===== config.mk =====
export PLATFORM = sky130hd
export DESIGN_NAME = uart_prog_loader
export DESIGN_NICKNAME = d
export VERILOG_FILES = /design/src/rtl/uart_prog_loader.sv
export SDC_FILE = /design/constraint.sdc
export NUM_CORES = 1
export LEC_CHECK = 0
export ABC_AREA = 1
export CAP_MARGIN = 20
export CORE_ASPECT_RATIO = 1.2
export CORE_UTILIZATION = 52
export CTS_BUF_LIST = sky130_fd_sc_hd__clkbuf_4 sky130_fd_sc_hd__clkbuf_8
export DETAILED_ROUTE_END_ITERATION = 16
export GPL_TIMING_DRIVEN = 0
export PLACE_DENSITY = 0.86
export SLEW_MARGIN = 20
export SYNTH_ARGS = -nofsm -noshare
export SYNTH_HDL_FRONTEND = slang
export SYNTH_SLANG_ARGS = --single-unit

===== constraint.sdc =====
create_clock -name wb_clk_i -period 3.6 [get_ports wb_clk_i]
set_input_delay 0.72 -clock wb_clk_i [delete_from_list [all_inputs] [get_ports wb_clk_i]]
set_output_delay 0.72 -clock wb_clk_i [all_outputs]
set_load 0.05 [all_outputs]

===== src/rtl/uart_prog_loader.sv =====
// Serial program loader: receives 8N1 bytes, packs them little-endian into words and
// writes them to instruction memory, holding the core in reset until the terminator word.
module uart_prog_loader #(
  parameter int          CLKS_PER_BIT = 87,
  parameter int          ADDR_W       = 10,
  parameter logic [31:0] END_WORD     = 32'h0000_0FFF
) (
  input  logic              wb_clk_i,
  input  logic              wb_rst_i,
  input  logic              rx_i,
  output logic              imem_we_o,
  output logic [ADDR_W-1:0] imem_addr_o,
  output logic [31:0]       imem_wdata_o,
  output logic              prog_done_o,
  output logic              core_rst_o,
  output logic              frame_err_o,
  output logic [ADDR_W:0]   word_count_o
);

  // state   | meaning
  // IDLE    | line idle, waiting for a falling edge
  // START   | half-bit wait, then confirm start bit is still low
  // DATA    | sample 8 data bits LSB first, one per bit period
  // STOP    | sample the stop bit one bit period later
  // CLEANUP | single settle cycle before returning to IDLE
  typedef enum logic [2:0] {S_IDLE, S_START, S_DATA, S_STOP, S_CLEANUP} rx_state_t;

  localparam int              CNT_W   = $clog2(CLKS_PER_BIT);
  localparam logic [CNT_W-1:0] FULL_LD = CNT_W'(CLKS_PER_BIT - 1);
  localparam logic [CNT_W-1:0] HALF_LD = CNT_W'(CLKS_PER_BIT / 2 - 1);

  rx_state_t        state;
  logic [CNT_W-1:0] cnt;
  logic [2:0]       bit_idx;
  logic [7:0]       rx_byte;
  logic             rx_m, rx_s;
  logic             stop_tick, byte_valid, frame_bad;
  logic [1:0]       byte_cnt;
  logic [23:0]      word_buf;
  logic [31:0]      full_word;

  always_ff @(posedge wb_clk_i or posedge wb_rst_i) begin
    if (wb_rst_i) begin
      rx_m <= 1'b1;
      rx_s <= 1'b1;
    end else begin
      rx_m <= rx_i;
      rx_s <= rx_m;
    end
  end

  always_ff @(posedge wb_clk_i or posedge wb_rst_i) begin
    if (wb_rst_i) begin
      state   <= S_IDLE;
      cnt     <= '0;
      bit_idx <= '0;
      rx_byte <= '0;
    end else begin
      case (state)
        S_IDLE: begin
          if (!rx_s) begin
            cnt   <= HALF_LD;
            state <= S_START;
          end
        end
        S_START: begin
          if (cnt != '0) cnt <= cnt - 1'b1;
          else if (rx_s) state <= S_IDLE;
          else begin
            cnt     <= FULL_LD;
            bit_idx <= 3'd7;
            state   <= S_DATA;
          end
        end
        S_DATA: begin
          if (cnt != '0) cnt <= cnt - 1'b1;
          else begin
            rx_byte <= {rx_s, rx_byte[7:1]};
            cnt     <= FULL_LD;
            if (bit_idx == 3'd0) state <= S_STOP;
            else bit_idx <= bit_idx - 1'b1;
          end
        end
        S_STOP: begin
          if (cnt != '0) cnt <= cnt - 1'b1;
          else state <= S_CLEANUP;
        end
        S_CLEANUP: state <= S_IDLE;
        default:   state <= S_IDLE;
      endcase
    end
  end

  // Byte is consumed on the stop-bit sample itself so the write lands one cycle later.
  assign stop_tick  = (state == S_STOP) && (cnt == '0);
  assign byte_valid = stop_tick && rx_s;
  assign frame_bad  = stop_tick && !rx_s;
  assign full_word  = {rx_byte, word_buf};
  assign core_rst_o = ~prog_done_o;

  always_ff @(posedge wb_clk_i or posedge wb_rst_i) begin
    if (wb_rst_i) begin
      imem_we_o    <= 1'b0;
      imem_addr_o  <= '0;
      imem_wdata_o <= '0;
      prog_done_o  <= 1'b0;
      frame_err_o  <= 1'b0;
      word_count_o <= '0;
      byte_cnt     <= '0;
      word_buf     <= '0;
    end else begin
      imem_we_o <= 1'b0;
      if (imem_we_o) begin
        imem_addr_o <= imem_addr_o + 1'b1;
        if (word_count_o != '1) word_count_o <= word_count_o + 1'b1;
      end
      if (frame_bad) begin
        frame_err_o <= 1'b1;
        byte_cnt    <= '0;
      end else if (byte_valid && !prog_done_o) begin
        byte_cnt <= byte_cnt + 1'b1;
        case (byte_cnt)
          2'd0: word_buf[7:0]   <= rx_byte;
          2'd1: word_buf[15:8]  <= rx_byte;
          2'd2: word_buf[23:16] <= rx_byte;
          default: begin
            if (full_word == END_WORD) prog_done_o <= 1'b1;
            else begin
              imem_we_o    <= 1'b1;
              imem_wdata_o <= full_word;
            end
          end
        endcase
      end
    end
  end

endmodule

==> impl_results.md <==
- Status: completed
- Largest net degree at the start of global routing: 68
- EDFF count, synth: 0
- Met2 GRT Util: 38.8%
- Drt pass-1 iters: 4
- Dominant delay contributor by cell family on the critical path: buffers and inverters
- Worst-path maximum fanout: 3
- Seq/Total Area, Yosys: roughly 54%
- Routed Antenna Nets: 0
- Clock buffer depth: 2
- Net Count, Synth: 582
- FILL cells: roughly 730
- Met1 usage: approximately 27%
- # hold bufs at CTS: 0
- Int Pwr: 0.00179 W
- Final #Nets: 653
- Worst stage delay on the critical path: 0.80 ns
- Asr flop ratio synth: between 90% and 100%
- Iter 0 DRT Violations: 283
- Worst-skew pair later-pin latency: around 0.38 ns
- Final Util: 64.6%
- GRT overflow: 0
- I/O pins: 60
- Setup violations, final: 0
- Startpoint class of the critical path: flop
- Max Slew Vio Count: 0
- Hold crit path type: flop to flop
- Initial core utilization: about 54%
- Vias in the first global route: 3749
- Placer Congestion: between 0.8 and 0.9
- Critical Path RT: 2.88 ns
- Flop pwr share: 51.6%
- Buffers on Ports: ~60
- Final Power: roughly 0.0025 W
- Wire length per cell: ~13 um
- Switching share of power: 27.0%
- Clk sinks: about 110
- DRT Wirelength: slightly below 10000 um
- Leak Pwr: 2.92 nW
- Most frequent cells after synthesis: nand2_1 (193), dfrtp_1 (103), inv_1 (56)
- Largest area contributor in the netlist: dfrtp_1
- WS Path Type: flop to primary output
- Core Area: 0.00908 mm^2
- Chip Height: around 110 um
- First-pass GRT wire length: 17100 um
- Max_cap viols: 0
- CTS tree: yes
- H-tree depth: 3
- CTS root buf: clkbuf_8
- Synth Instances: 570
- Transition time of the tightest slew-check pin: between 0.5 and 0.6 ns
- Met3 usage: 3.74%
- Area share of the largest cell type after synthesis: roughly 53%
- Cell Pwr Density: 418 mW/mm^2
- Synth Cell Area: between 0.004 and 0.005 mm^2
- Crit path DAT: ~1.7 ns
- Maximum clock rate: a little over 400 MHz
- Top-count cell post-synth: nand2_1
- HPWL Detailed: between 7000 and 8000 um
- GRT Util Overall: 22.2%
- Top FF cell, synth: dfrtp_1
- RSZ-0062 raised after global routing: false
- N_diodes: 0
- Max transition margin: between 60% and 70%
- Post-synth cell types: 30
- Maximum VDD drop: 0.325 mV
- Critical-path cell list: inv_1 > clkdlybuf4s50_1
- Row count: 38
- Final Hold Fails: 0
- Syn-to-layout area delta: 20.7%
- Via count: 3880
- Clock Power Share: between 30 and 40%
- Die area: approximately 0.0097 mm^2
- Setup Skew: 0.0132 ns
- Comb power frac: ~15%
- CP Buf/Inv Count: 2
- Min Tclk post-route: between 2 and 2.5 ns
- Most Crowded Layer GR: met2
- DRC: 0
- Main area contributors after synthesis: dfrtp_1 (53%), nand2_1 (15%), nand3_1 (5.1%)
- CP max-delay cell: clkdlybuf4s50_1
- Antenna violations before repair: 0
- Setup Fix Bufs, Post-CTS: 0
- Vias per cell: about 5.1
- Cts bufs inserted: 9
- P_sw: between 0.0006 and 0.0007 W
- PostCTS Resize Cnt: 0
- #FFs+latches synth: 105
- Clock Pin Slew Worst Setup and Hold Paths: 0.10 ns
- Mean Syn Cell Area: about 8.5 um^2
- Share of cells above drive strength 1: 7.74%
- Synth warnings: 0
- Crit end category: primary output
- Period utilization: 68.0%
- Die X: around 90 um
[metal layers]
metal | up-vias | part of all wire (%)
met5 | - | 0
met4 | 0 | 1.7
met3 | 11 | 3.4
met2 | 80 | 52
met1 | 1852 | 43
li1 | 1937 | -
[logic make-up (layout without fill, tap and decap cells)]
kind of cell               after synthesis  in the layout  share of synthesized area (%)
and+or+nand+nor                        310            310                           28.1
DFF                                    105            105                           54.1
buffers and inverters                   75            151                           6.77
AOI/OAI and AO/OA                       55             55                           5.84
xor gates and xnor gates                16             16                           2.88
adders and majority gates                9              9                           2.32
[final timing paths]
path	from	end	slack, ns	depth (start not counted)
max	prog_done_o	core_rst_o	1.15	2
min reg2reg	rx_m	rx_s	0.35	0
max in group asynchronous	wb_rst_i	rx_m	2.23	3
max reg2reg	cnt[0]	imem_wdata_o[18]	1.78	10
min	rx_m	rx_s	0.35	0
min in group asynchronous	wb_rst_i	imem_addr_o[7]	0.71	2
[worst register-to-register path, stage by stage, from the launching register on]
cell,delay (ns)
dfrtp_1,0.39
inv_1,0.12
ha_1,0.26
nand2_2,0.12
nor2_4,0.18
nand3_4,0.12
nor2_8,0.16
nand2_4,0.10
buf_6,0.15
nand2_1,0.07
nand2_1,0.05
[cell type report]
type,count,area [um^2],share of cell area (%)
inverter,61,234,3.99
timing repair buffer,60,618,10.5
multi-input combinational,390,1900,32.4
sequential,105,2630,44.8
buffer,14,100,1.71
tap,120,150,2.56
clock buffer,14,174,2.96
clock inverter,2,60.1,1.02
[registers in the layout (all words and copies together) (netlist names), 2 cells and up]
| name | cells |
|---|---|
| state | 3 |
| bit_idx | 3 |
| rx_byte | 8 |
| word_buf | 24 |
| cnt | 7 |
| word_count_o | 11 |
| imem_wdata_o | 32 |
| imem_addr_o | 10 |
| byte_cnt | 2 |
[cell usage in the layout (no fill, tap or decap), types with 2 or more instances in the layout]
master             n
nand3_1           50
buf_6              3
bufinv_16          2
buf_2              2
nand3_4            4
nor2_4             2
xor2_1            12
nor2_8             2
nand2_2            2
o21ai_1           24
nor2_2             2
dfrtp_1          103
nand2_1          193
inv_1             55
ha_1               9
nand4_1            5
clkdlybuf4s50_1   59
buf_4              6
xnor2_1            4
clkbuf_8          11
o21ai_0           26
nor2_1            44
nor3_1             4
clkbuf_4           3
clkbuf_1           3
dfstp_2            2
inv_2              5
[through the flow]
step / std cells / worst slack, ns / TNS (ns) / instance area, um^2 / hold WS (ns)
6_report: 766 / 1.15 / 0 / 5870 / 0.351
5_1_grt: 766 / 1.10 / 0 / 5870 / 0.359
4_1_cts: 766 / 1.14 / 0 / 5870 / 0.355
3_5_place_dp: 750 / 1.57 / 0 / 5640 / 0.351
3_3_place_gp: 749 / -1.28 / -131.97 / 5600 / 0.347
2_1_floorplan: 570 / 0.123 / 0 / 4860 / 0.345
[power groups by stage]
| stage | Clock (W) | Combinational [W] | Sequential [W] |
|---|---|---|---|
| floorplan | 0 | 0.000278 | 0.00128 |
| global placement | 0 | 0.000325 | 0.00128 |
| detailed placement | 0 | 0.000354 | 0.00129 |
| CTS | 0.000847 | 0.000356 | 0.00127 |
| global route | 0.000894 | 0.000410 | 0.00127 |
| finish | 0.000833 | 0.000357 | 0.00127 |
(Power assumes the default switching activity.)
